File: config.mk
export PLATFORM = sky130hd
export DESIGN_NAME = rot_cmd_seq
export DESIGN_NICKNAME = d
export VERILOG_FILES = /design/src/rtl/rot_seq_pkg.sv /design/src/rtl/rot_cmd_fifo.sv /design/src/rtl/rot_cmd_seq.sv
export SDC_FILE = /design/constraint.sdc
export NUM_CORES = 1
export LEC_CHECK = 0
export ABC_CLOCK_PERIOD_IN_PS = 2700
export BUFFER_PORTS_ARGS = -buffer_cell sky130_fd_sc_hd__buf_2
export CORE_MARGIN = 2
export CORE_UTILIZATION = 45
export DETAILED_ROUTE_END_ITERATION = 16
export PLACE_DENSITY = 0.69
export SYNTH_ARGS = -nofsm -noshare
export SYNTH_HDL_FRONTEND = slang
export SYNTH_SLANG_ARGS = --single-unit
File: constraint.sdc
create_clock -name clk -period 2.7 [get_ports clk]
set_input_delay 0.405 -clock clk [delete_from_list [all_inputs] [get_ports clk]]
set_output_delay 0.405 -clock clk [all_outputs]
set_load 0.005 [all_outputs]
File: src/rtl/rot_seq_pkg.sv
// Shared types for the rotate command sequencer: FSM state encoding and the
// first-state decision used when a command is taken.
package rot_seq_pkg;

  typedef enum logic [1:0] {
    IDLE = 2'd0,
    LOAD = 2'd1,
    ROT  = 2'd2,
    DONE = 2'd3
  } seq_state_t;

  // A command with neither load nor rotate still owes its done pulse.
  function automatic seq_state_t first_state(input logic load, input logic rot_pending);
    if (load)
      return LOAD;
    if (rot_pending)
      return ROT;
    return DONE;
  endfunction

endpackage

File: src/rtl/rot_cmd_fifo.sv
// Synchronous command FIFO (first-word view on rd_data), async active-low reset.
// Only compiled when ROT_CMD_SEQ_FIFO_EN is defined.
`ifdef ROT_CMD_SEQ_FIFO_EN
module rot_cmd_fifo #(
  parameter int W     = 8,
  parameter int DEPTH = 4
) (
  input  logic         clk,
  input  logic         reset_n,
  input  logic         push,
  input  logic [W-1:0] wr_data,
  input  logic         pop,
  output logic [W-1:0] rd_data,
  output logic         full,
  output logic         empty
);

  localparam int AW = (DEPTH > 1) ? $clog2(DEPTH) : 1;
  localparam int CW = $clog2(DEPTH + 1);

  logic [W-1:0]  mem [DEPTH];
  logic [AW-1:0] wr_ptr;
  logic [AW-1:0] rd_ptr;
  logic [CW-1:0] count;
  logic          do_push;
  logic          do_pop;

  function automatic logic [AW-1:0] bump(input logic [AW-1:0] p);
    return (p == AW'(DEPTH - 1)) ? '0 : p + AW'(1);
  endfunction

  assign full    = (count == CW'(DEPTH));
  assign empty   = (count == '0);
  assign do_push = push & ~full;
  assign do_pop  = pop & ~empty;
  assign rd_data = mem[rd_ptr];

  always_ff @(posedge clk or negedge reset_n) begin
    if (!reset_n) begin
      wr_ptr <= '0;
      rd_ptr <= '0;
      count  <= '0;
    end else begin
      if (do_push)
        wr_ptr <= bump(wr_ptr);
      if (do_pop)
        rd_ptr <= bump(rd_ptr);
      if (do_push && !do_pop)
        count <= count + CW'(1);
      else if (do_pop && !do_push)
        count <= count - CW'(1);
    end
  end

  always_ff @(posedge clk) begin
    if (do_push)
      mem[wr_ptr] <= wr_data;
  end

endmodule
`endif

File: src/rtl/rot_cmd_seq.sv
// Rotate command sequencer: turns {load, dir, amount, data} commands into
// load/enable strobes for a downstream rotate register and tracks its content.
// Optional command queue enabled by defining ROT_CMD_SEQ_FIFO_EN.
module rot_cmd_seq
  import rot_seq_pkg::*;
#(
  parameter int N          = 8,
  parameter int FIFO_DEPTH = 4
) (
  input  logic                 clk,
  input  logic                 reset_n,
  input  logic                 cmd_valid,
  output logic                 cmd_ready,
  input  logic                 cmd_load,
  input  logic                 cmd_right,
  input  logic [$clog2(N)-1:0] cmd_amt,
  input  logic [N-1:0]         cmd_data,
  output logic                 sr_load,
  output logic                 sr_en,
  output logic                 sr_right,
  output logic [N-1:0]         sr_data,
  output logic                 busy,
  output logic                 done,
  output logic [N-1:0]         shadow
);

  localparam int CNT_W = $clog2(N);
  localparam logic [CNT_W-1:0] CNT_ONE = CNT_W'(1);

  typedef struct packed {
    logic             load;
    logic             right;
    logic [CNT_W-1:0] amt;
    logic [N-1:0]     data;
  } cmd_t;

  localparam int CMD_W = $bits(cmd_t);

  if ((N < 2) || ((N & (N - 1)) != 0) || (FIFO_DEPTH < 1)) begin : g_bad_param
    $error("rot_cmd_seq: N must be a power of two >= 2 and FIFO_DEPTH >= 1");
  end

  seq_state_t       state;
  seq_state_t       state_nx;
  logic [CNT_W-1:0] cnt_q;
  logic [CNT_W-1:0] cnt_d;
  logic             run_q;
  logic             take;
  cmd_t             cmd_in;
  cmd_t             new_cmd;
  logic             cur_right;
  logic [CNT_W-1:0] cur_amt;
  logic             act_right;

  function automatic logic [N-1:0] rot1(input logic [N-1:0] v, input logic right);
    return right ? {v[0], v[N-1:1]} : {v[N-2:0], v[N-1]};
  endfunction

  assign cmd_in = '{load: cmd_load, right: cmd_right, amt: cmd_amt, data: cmd_data};

`ifdef ROT_CMD_SEQ_FIFO_EN
  logic             fifo_full;
  logic             fifo_empty;
  logic             push;
  logic             pop;
  logic [CMD_W-1:0] fifo_rd;

  // Popping in DONE lets the next command start without an IDLE gap.
  assign cmd_ready = run_q & ~fifo_full;
  assign push      = cmd_valid & cmd_ready;
  assign pop       = run_q & ~fifo_empty & ((state == IDLE) | (state == DONE));
  assign take      = pop;
  assign new_cmd   = cmd_t'(fifo_rd);

  rot_cmd_fifo #(
    .W     (CMD_W),
    .DEPTH (FIFO_DEPTH)
  ) u_fifo (
    .clk     (clk),
    .reset_n (reset_n),
    .push    (push),
    .wr_data (CMD_W'(cmd_in)),
    .pop     (pop),
    .rd_data (fifo_rd),
    .full    (fifo_full),
    .empty   (fifo_empty)
  );
`else
  assign cmd_ready = run_q & (state == IDLE);
  assign take      = cmd_valid & cmd_ready;
  assign new_cmd   = cmd_in;
`endif

  assign act_right = take ? new_cmd.right : cur_right;

  always_comb begin
    state_nx = state;
    cnt_d    = cnt_q;
    unique case (state)
      IDLE, DONE: begin
        state_nx = IDLE;
        if (take) begin
          state_nx = first_state(new_cmd.load, new_cmd.amt != '0);
          cnt_d    = new_cmd.amt;
        end
      end
      LOAD: begin
        state_nx = (cur_amt != '0) ? ROT : DONE;
      end
      ROT: begin
        cnt_d = cnt_q - CNT_ONE;
        if (cnt_q == CNT_ONE)
          state_nx = DONE;
      end
    endcase
  end

  // Strobes are registered from the next state so they line up with the FSM.
  always_ff @(posedge clk or negedge reset_n) begin
    if (!reset_n) begin
      state    <= IDLE;
      cnt_q    <= '0;
      run_q    <= 1'b0;
      sr_load  <= 1'b0;
      sr_en    <= 1'b0;
      sr_right <= 1'b0;
      sr_data  <= '0;
      busy     <= 1'b0;
      done     <= 1'b0;
      shadow   <= '0;
    end else begin
      state    <= state_nx;
      cnt_q    <= cnt_d;
      run_q    <= 1'b1;
      sr_load  <= (state_nx == LOAD);
      sr_en    <= (state_nx == LOAD) | (state_nx == ROT);
      sr_right <= (state_nx == ROT) & act_right;
      if (state_nx == LOAD)
        sr_data <= new_cmd.data;
      busy     <= (state_nx != IDLE);
      done     <= (state_nx == DONE);
      // Mirror what the downstream register samples on this same edge.
      if (sr_en)
        shadow <= sr_load ? sr_data : rot1(shadow, sr_right);
    end
  end

  always_ff @(posedge clk) begin
    if (take) begin
      cur_right <= new_cmd.right;
      cur_amt   <= new_cmd.amt;
    end
  end

endmodule

==> summary.txt, run 1 <==
Drt
  • Drt drc: 0
  • Routed Antenna Nets: 0
  • DR iter-0 viols: slightly above 60
  • DR WL/cell: between 10 and 15 um
  • Total number of vias: around 1100
  • DR vias/cell: roughly 5
  • DRT Wirelength: 2920 um
  • Pre-Repair DR Iteration Count: 4

STA
  • Worst slew pin tran: 0.603 ns
  • TNS Setup: 0 ns
  • Period utilization: a little under 90%
  • Slew headroom: ~60%
  • Setup slack after layout: between 0.3 and 0.4 ns
  • RSZ-0062 raised after global routing: false
  • Crit path time final: roughly 2.4 ns
  • Clock Skews: about 0.0086 ns
  • Fmax: around 420 MHz
  • # setup viols final: 0
  • Final Max Slew Viols: 0
  • Final hold vios: 0

Worst setup path
  • R2r setup slk: roughly 0.34 ns
  • Crit path max-delay family: adder cells
  • Launching point of the worst reg2reg path: state[0]
  • Most used cell along the critical path: ha_1
  • Critical path buffer and inverter count: 1
  • Crit Path Class: reg -> reg
  • Worst Path Max Fanout: 8
  • Crit end category: flop
  • Register-to-Register Path Depth: 6
  • WP data arrival: 2.58 ns
  • Crit-path cells: inv_1 > ha_1 > nand3_2 > o31ai_1 > ha_1 > mux2_2
  • Worst path max stage delay: approximately 0.50 ns
  • Worst r2r dst: sr_data[4]
  • Startpoint types: flop
  • Critical path required time: 2.92 ns
  • Cell at the slowest stage of the critical path: o31ai_1

Synthesis
  • Synthesis Warnings: 0
  • Post-Syn Area per Cell: about 12 um^2
  • Area leader, netlist: dfrtp_1
  • Sequential share of the synthesized area: ~52%
  • Yosys top cell area share: 44.3%
  • Mapped Area: ~1500 um^2
  • Cells after Synth: between 100 and 150
  • Distinct cells, synth: 31
  • Syn_nets: 153
  • Synth top area cells: dfrtp_1 44%, mux2_2 12%, ha_1 8.2%
  • Seq cells post-synth: 31

Die
  • Die Footprint: between 3000 and 4000 um^2
  • Die Ht: around 62 um
  • IO Pins: 38
  • Row count: 21
  • Initial Utilization: between 40% and 50%
  • Die W: a little over 60 um
  • CORE AREA: about 3300 um^2

CTS
  • # Post-CTS Setup Buffers: 0
  • Max clock buf depth: 2
  • CTS tree: yes
  • Later-pin clock latency in the skew report: ~0.33 ns
  • Cts repair resizes: 0
  • Post-CTS Hold Buffers: 0
  • Clk slew on worst S/H paths: roughly 0.10 ns
  • CTS root buffer: clkbuf_4
  • H-tree depth: 2
  • TritonCTS Buffers: 5
  • Clk sinks: 31

Min path
  • Worst min path class: in -> async

Placed design
  • DP Worst Slack: approximately 0.35 ns
  • GPL Wtd Cong: just under 0.9
  • Port bufs: 37
  • Hpwl dp: between 2000 and 2500 um
  • Placed Cells: 205

Global route
  • Initial antenna violation count: 0
  • Total grt overflow: 0
  • Vias in the first global route: around 1100
  • Gr usage total: between 10% and 20%
  • First-pass GRT wire length: slightly above 5000 um
  • Largest net degree at the start of global routing: 28

Power
  • LEAKAGE: around 0.86 nW
  • Maximum VDD drop: 0.570 mV
  • PD cells: about 1300 nW/um^2

Layout
  • Final Instance Count excl. Fillers: 213
  • ANT cells: 0
  • Layout area overhead: 20.0%
  • Layout cell share with drive strength beyond 1: about two fifths
  • Final nets: 192

Status
  • Status: finished clean

Run
  • Max_cap viols: 0
## worst reg2reg max path, delay by kind of cell, from the launching register on
family / cells / cell delay (ns)
flip-flops: 1 / 0.40
AO/OA/AOI/OAI: 1 / 0.50
adder cells (fa/ha/maj): 2 / 0.70
buffers and inverters: 1 / 0.10
multiplexers: 1 / 0.39
AND/OR/NAND/NOR: 1 / 0.17
## kinds of logic after synthesis
logic type	Yosys count	share of synthesized area (%)
flip-flops	31	51.5
multiplexers	25	18.0
AND/OR/NAND/NOR	24	8.29
AO/OA/AOI/OAI	22	9.93
buffers and inverters	14	3.77
adder cells (fa/ha/maj)	10	8.20
other	1	0.246
## per-layer routing
| metal | track usage [%] | part of all wire (%) |
|---|---|---|
| met2 | 29.6 | 49 |
| met1 | 17.8 | 43 |
| met5 | 0 | 0 |
| met4 | 8.33 | 2.2 |
| met3 | 6.70 | 5.7 |
## stage by stage
step	power, mW	hold WS (ns)	util, %	area [um^2]
finish	2.31	0.0685	55.7	1830
global route	2.52	0.0812	55.7	1830
CTS	2.34	0.0778	55.7	1830
detailed placement	1.95	0.449	53.1	1740
global placement	1.90	0.436	53.1	1740
floorplan	1.62	0.109	-	1530
## Yosys cell counts (all sizes together)
library cell,count
a21oi,3
nand2,8
a31o,1
nand3,2
and3,1
and2,2
nor2,5
edfxtp,3
dfxtp,1
a21boi,1
mux2,17
inv,9
o21ai,10
nor3,4
nor4b,1
conb,1
ha,10
o221a,1
a31oi,1
nand2b,1
buf,5
o31a,1
o21a,3
o31ai,1
mux2i,8
dfrtp,27
## layout by cell type, fill, tap and decap left out, types with 3 or more instances in the layout
cell type,n
a21oi_1,3
nor2_1,5
o21a_1,3
mux2_2,16
buf_2,37
o21ai_0,9
ha_1,10
dfrtp_1,27
clkbuf_4,5
inv_1,9
nand2_1,8
mux2i_1,8
nor3_1,4
edfxtp_1,3
## final cells by class
| class | count | area, um^2 |
|---|---|---|
| Sequential cell | 31 | 786 |
| Clock buffer | 6 | 51.3 |
| Inverter | 9 | 33.8 |
| Timing Repair Buffer | 37 | 185 |
| Multi-Input combinational cell | 82 | 682 |
| Clock inverter | 2 | 35.0 |
| Fill cell | 306 | 1450 |
| Tap cell | 46 | 57.6 |
## sequential cells by signal, indices dropped and copies added, names as in the netlist
signal     flops
sr_load        1
state          2
sr_data        8
done           1
cnt_q          3
cur_amt        3
busy           1
shadow         8
sr_right       1
cur_right      1
sr_en          1
run_q          1
## report_power, final
part	switching [mW]	leakage [nW]	internal, mW
Sequential	0.213	0.355	0.689
Clock	0.162	0.0482	0.219
Combinational	0.458	0.456	0.571
Total	0.833	0.860	1.48
## worst max-delay path by stage
| stage | from | end | slack [ns] | depth (start not counted) |
|---|---|---|---|---|
| floorplan | state[0] | sr_data[0] | 0.60 | 7 |
| global placement | state[0] | sr_data[4] | 0.43 | 6 |
| detailed placement | state[0] | sr_data[4] | 0.35 | 6 |
| CTS | state[0] | sr_data[4] | 0.31 | 6 |
| global route | state[0] | sr_data[4] | 0.14 | 6 |
| finish | state[0] | sr_data[4] | 0.34 | 6 |
Note: power is estimated with default switching activity, not from simulation.
==> run 2: changes to the inputs <==
--- a/config.mk
+++ b/config.mk
@@ -10,6 +10,7 @@
 export CORE_MARGIN = 2
 export CORE_UTILIZATION = 45
 export DETAILED_ROUTE_END_ITERATION = 16
+export GPL_TIMING_DRIVEN = 0
 export PLACE_DENSITY = 0.69
 export SYNTH_ARGS = -nofsm -noshare
 export SYNTH_HDL_FRONTEND = slang
==> summary.txt, run 2 (same netlist as run 1, synthesis figures left out) <==
Worst setup path
  • Worst Path Max Fanout: 10 (+2)
  • Startpoint types: flop
  • Crit end category: flop
  • WP data arrival: 2.60 ns (+0.02 ns)
  • Cell at the slowest stage of the critical path: o31ai_1
  • Crit-path cells: inv_1 > ha_1 > buf_2 > o31ai_1 > ha_1 > buf_2 > mux2_2
  • Critical path buffer and inverter count: 3 (+2)
  • Crit Path Class: reg -> reg
  • Crit path max-delay family: adder cells
  • Worst path max stage delay: 0.52 ns (+0.02 ns)
  • Critical path required time: 2.92 ns (about the same)

Placed design
  • Port bufs: 37 (unchanged)
  • GPL Wtd Cong: 0.808 (-7.1%)
  • Hpwl dp: 2160 um (-2.6%)

CTS
  • Max clock buf depth: 2 (unchanged)
  • Post-CTS Hold Buffers: 0 (unchanged)
  • H-tree depth: 2 (unchanged)
  • Clk sinks: 31 (unchanged)
  • # Post-CTS Setup Buffers: 0 (unchanged)
  • CTS root buffer: clkbuf_4
  • CTS tree: yes
  • Cts repair resizes: 0 (unchanged)
  • TritonCTS Buffers: 5 (unchanged)
  • Later-pin clock latency in the skew report: 0.33 ns (about the same)
  • Clk slew on worst S/H paths: 0.09 ns (about the same)

Drt
  • DR iter-0 viols: 43 (-31%)
  • DR WL/cell: 13.1 um (-4.4%)
  • Routed Antenna Nets: 0 (unchanged)
  • DR vias/cell: 5.04 (+0.36%)
  • Total number of vias: 1098 (+2.7%)
  • Pre-Repair DR Iteration Count: 4 (unchanged)
  • Drt drc: 0 (unchanged)
  • DRT Wirelength: 2860 um (-2.2%)

STA
  • TNS Setup: 0 ns (unchanged)
  • Fmax: 419 MHz (-0.85%)
  • Crit path time final: 2.38 ns (+0.0204 ns)
  • RSZ-0062 raised after global routing: false
  • Worst slew pin tran: 0.583 ns (-0.0204 ns)
  • Period utilization: 88.3% (+0.75 points)
  • Final hold vios: 0 (unchanged)
  • Clock Skews: 0.00734 ns (-0.00130 ns)
  • # setup viols final: 0 (unchanged)
  • Slew headroom: 61.2% (+1.4 points)
  • Final Max Slew Viols: 0 (unchanged)

Power
  • LEAKAGE: 0.861 nW (+0.18%)
  • Maximum VDD drop: 0.463 mV (-19%)
  • PnR Total Power: 2.20 mW (-4.7%)
  • PD cells: 1210 nW/um^2 (-4.1%)

Global route
  • Vias in the first global route: 1165 (+6.8%)
  • GR Util met2: 30.2% (+0.54 points)
  • Largest net degree at the start of global routing: 28 (unchanged)
  • First-pass GRT wire length: 5120 um (+1.5%)
  • Top Usage Layer GRT: met2
  • Initial antenna violation count: 0 (unchanged)
  • Met3 track demand over resource: 5.98% (-0.72 points)
  • Met1 Usage GRT: 18.2% (+0.44 points)
  • Gr usage total: 17.0% (+0.026 points)
  • Total grt overflow: 0 (unchanged)

Layout
  • Final nets: 197 (+2.6%)
  • Layout area overhead: 19.2%
  • Layout cell share with drive strength beyond 1: 41.9% (-0.056 points)
  • Commonest non-fill, non-tap cell in the layout: buf_2
  • Commonest non-fill, non-tap cells in the layout: 41 x buf_2, 27 x dfrtp_1, 16 x mux2_2, 10 x ha_1
  • ANT cells: 0 (unchanged)
  • Biggest regs: shadow (8), sr_data (8)

Die
  • IO Pins: 38 (unchanged)
  • CORE AREA: 3280 um^2 (unchanged)
  • Row count: 21 (unchanged)
  • Die Footprint: 3870 um^2 (unchanged)
  • Initial Utilization: 46.4% (unchanged)
  • Die W: 62.2 um (unchanged)
  • Die Ht: 62.2 um (unchanged)

Status
  • Status: finished clean

Min path
  • Worst min path class: in -> async

Run
  • Max_cap viols: 0 (unchanged)
## run 2: cell count changes in the layout (fill, tap and decap cells not counted)
cell	before	now
buf_2	37	41
bufinv_16	1	0
clkbuf_1	0	2
clkbuf_8	1	0
buf_1	0	1
## run 2: final cells by class
cell class	count	area, um^2
Buffer	5	23.8
Clock buffer	7	45.0
Clock inverter	1	5.00
Fill cell	287	1470
Inverter	9	33.8
Multi-Input combinational cell	82	682
Sequential cell	31	786
Tap cell	46	57.6
Timing Repair Buffer	37	185
## run 2: report_power, final
part / switching [mW] / internal (mW)
logic: 0.512 / 0.584
registers: 0.163 / 0.690
clock network: 0.152 / 0.101
total: 0.827 / 1.38
## run 2: final timing paths
path,cells past startpoint,end,slack (ns),startpoint
max in group asynchronous,1,cnt_q[2],2.26,reset_n
hold / removal,1,shadow[1],0.06,reset_n
setup reg to reg,7,sr_data[5],0.32,state[0]
hold reg to reg,1,cur_right,0.49,cur_right
min in group clk,1,cur_amt[0],0.27,cmd_amt[0]
setup / recovery,7,sr_data[5],0.32,state[0]
## run 2: layer usage
| layer | vias to the layer above | routed length [um] |
|---|---|---|
| met4 | 0 | 59 |
| li1 | 525 | - |
| met1 | 536 | 1170 |
| met5 | - | 0 |
| met2 | 30 | 1450 |
| met3 | 7 | 180 |
## run 2: metrics by stage
step / setup WS [ns] / hold slack (ns) / cells / instance area (um^2) / util, %
floorplan: 0.599 / 0.109 / 127 / 1530 / -
CTS: 0.303 / 0.0756 / 218 / 1820 / 55.4
detailed placement: 0.311 / 0.444 / 210 / 1770 / 53.8
global placement: 0.357 / 0.438 / 210 / 1770 / 53.8
finish: 0.315 / 0.0575 / 218 / 1820 / 55.4
global route: 0.119 / 0.103 / 218 / 1820 / 55.4
==> run 3: changes to the inputs <==
--- a/config.mk
+++ b/config.mk
@@ -6,12 +6,12 @@
 export NUM_CORES = 1
 export LEC_CHECK = 0
 export ABC_CLOCK_PERIOD_IN_PS = 2700
-export BUFFER_PORTS_ARGS = -buffer_cell sky130_fd_sc_hd__buf_2
 export CORE_MARGIN = 2
 export CORE_UTILIZATION = 45
 export DETAILED_ROUTE_END_ITERATION = 16
+export DONT_BUFFER_PORTS = 1
 export GPL_TIMING_DRIVEN = 0
-export PLACE_DENSITY = 0.69
+export PLACE_DENSITY = 0.6
 export SYNTH_ARGS = -nofsm -noshare
 export SYNTH_HDL_FRONTEND = slang
 export SYNTH_SLANG_ARGS = --single-unit
==> summary.txt, run 3 (same netlist as run 1, synthesis figures left out) <==
Layout
  • Biggest regs: shadow (8), sr_data (8)
  • Final-layout fill cell count: 310 (+8.0%)
  • Commonest non-fill, non-tap cells in the layout: 27 x dfrtp_1, 16 x mux2_2, 10 x ha_1, 9 x inv_1, 9 x o21ai_0
  • Final nets: 162 (-18%)
  • Layout cell share with drive strength beyond 1: 27.7% (-14 points)
  • Layout area overhead: 9.19%
  • Commonest non-fill, non-tap cell in the layout: dfrtp_1
  • ANT cells: 0 (unchanged)

Global route
  • Largest net degree at the start of global routing: 28 (unchanged)
  • Vias in the first global route: 1088 (-6.6%)
  • First-pass GRT wire length: 5020 um (-2.0%)
  • Gr usage total: 16.6% (-0.42 points)
  • Total grt overflow: 0 (unchanged)
  • Initial antenna violation count: 0 (unchanged)

Worst setup path
  • Crit end category: flop
  • Crit path max-delay family: adder cells
  • Startpoint types: flop
  • Cell at the slowest stage of the critical path: o31ai_1
  • Critical path required time: 2.92 ns (about the same)
  • Worst Path Max Fanout: 10 (unchanged)
  • Crit Path Class: reg -> reg
  • Worst path max stage delay: 0.51 ns (about the same)
  • Crit-path cells: inv_1 > ha_1 > buf_2 > o31ai_1 > ha_1 > buf_2 > mux2_2
  • Critical path buffer and inverter count: 3 (unchanged)
  • WP data arrival: 2.59 ns (about the same)

Die
  • CORE AREA: 3280 um^2 (unchanged)
  • Die W: 62.2 um (unchanged)
  • Initial Utilization: 46.4% (unchanged)
  • Row count: 21 (unchanged)
  • Die Ht: 62.2 um (unchanged)
  • IO Pins: 38 (unchanged)
  • Die Footprint: 3870 um^2 (unchanged)

Power
  • LEAKAGE: 0.730 nW (-15%)
  • Maximum VDD drop: 0.575 mV (+24%)
  • PD cells: 1240 nW/um^2 (+2.4%)

STA
  • Period utilization: 87.7% (-0.61 points)
  • TNS Setup: 0 ns (unchanged)
  • RSZ-0062 raised after global routing: false
  • Slew headroom: 64.3% (+3.1 points)
  • Setup slack after layout: 0.332 ns (+0.0165 ns)
  • Clock Skews: 0.00694 ns (-0.000400 ns)
  • # setup viols final: 0 (unchanged)
  • Worst slew pin tran: 0.532 ns (-0.0511 ns)
  • Final Max Slew Viols: 0 (unchanged)
  • Fmax: 422 MHz (+0.70%)
  • Final hold vios: 0 (unchanged)
  • Crit path time final: 2.37 ns (-0.0165 ns)

Status
  • Status: finished clean

Placed design
  • GPL Wtd Cong: 0.713 (-12%)
  • DP Worst Slack: 0.283 ns (-0.0282 ns)
  • Hpwl dp: 2020 um (-6.2%)
  • Port bufs: 0 (-100%)

CTS
  • Later-pin clock latency in the skew report: 0.33 ns (about the same)
  • H-tree depth: 2 (unchanged)
  • # Post-CTS Setup Buffers: 0 (unchanged)
  • CTS tree: yes
  • CTS root buffer: clkbuf_4
  • Max clock buf depth: 2 (unchanged)
  • TritonCTS Buffers: 5 (unchanged)
  • Clk sinks: 31 (unchanged)
  • Clk slew on worst S/H paths: 0.10 ns (about the same)

Drt
  • DR WL/cell: 15.0 um (+14%)
  • Total number of vias: 946 (-14%)
  • Routed Antenna Nets: 0 (unchanged)
  • DR vias/cell: 5.17 (+2.6%)
  • DRT Wirelength: 2740 um (-4.2%)
  • DR iter-0 viols: 19 (-56%)
  • Drt drc: 0 (unchanged)
  • Pre-Repair DR Iteration Count: 4 (unchanged)

Run
  • Max_cap viols: 0 (unchanged)

Min path
  • Worst min path class: in -> reg
==> run 3: timing repair <==
action | in CTS | in global routing
resized for setup | 0 | 0
hold buffers | 2 | 0
hold endpoints to repair | 27 | 0
==> run 3: layer usage <==
layer	vias to the layer above	track usage, %	routed length, um
li1	455	-	-
met1	454	17.6	1130
met2	31	28.5	1340
met3	6	7.61	222
met4	0	6.67	52
met5	-	0	0
==> run 3: final cells by class <==
cell class	instances	area [um^2]	area share, %
flip-flops and latches	31	786	47.2
multi-input cells	82	682	40.9
well taps	46	57.6	3.46
clock buffers	5	37.5	2.25
inverters	9	33.8	2.03
repair buffers	2	30.0	1.80
plain buffers	5	23.8	1.43
clock inverters	3	15.0	0.902
==> run 3: report_power, final <==
group	internal, mW	switching, mW
registers	0.690	0.206
clock network	0.0966	0.161
logic	0.482	0.431
total	1.27	0.798
==> run 3: path summary, 6_finish.rpt <==
path                       slack [ns]          to       start  cells past startpoint
max in group asynchronous        2.05    cnt_q[2]     reset_n                      2
setup / recovery                 0.33  sr_data[5]    state[0]                      7
min in group asynchronous        0.50    cnt_q[1]     reset_n                      2
hold / removal                   0.16  cur_amt[2]  cmd_amt[2]                      0
hold reg to reg                  0.49   cur_right   cur_right                      1
setup reg to reg                 0.33  sr_data[5]    state[0]                      7
==> run 3: stage by stage <==
| step | cell area (um^2) | hold slack [ns] | power [mW] | utilization, % | cells |
|---|---|---|---|---|---|
| global route | 1670 | 0.128 | 2.27 | 50.7 | 183 |
| floorplan | 1530 | 0.109 | 1.62 | - | 127 |
| finish | 1670 | 0.158 | 2.07 | 50.7 | 183 |
| global placement | 1580 | 0.111 | 1.77 | 48.2 | 173 |
| detailed placement | 1580 | 0.110 | 1.82 | 48.2 | 173 |
| CTS | 1670 | 0.143 | 2.09 | 50.7 | 183 |
==> run 3: worst register-to-register path, delay by kind of cell, from the launching register on <==
| kind | cells | cell delay (ns) |
|---|---|---|
| buffers and inverters | 3 | 0.48 |
| AO/OA/AOI/OAI | 1 | 0.51 |
| adder cells (fa/ha/maj) | 2 | 0.55 |
| multiplexers | 1 | 0.36 |
| flip-flops | 1 | 0.36 |
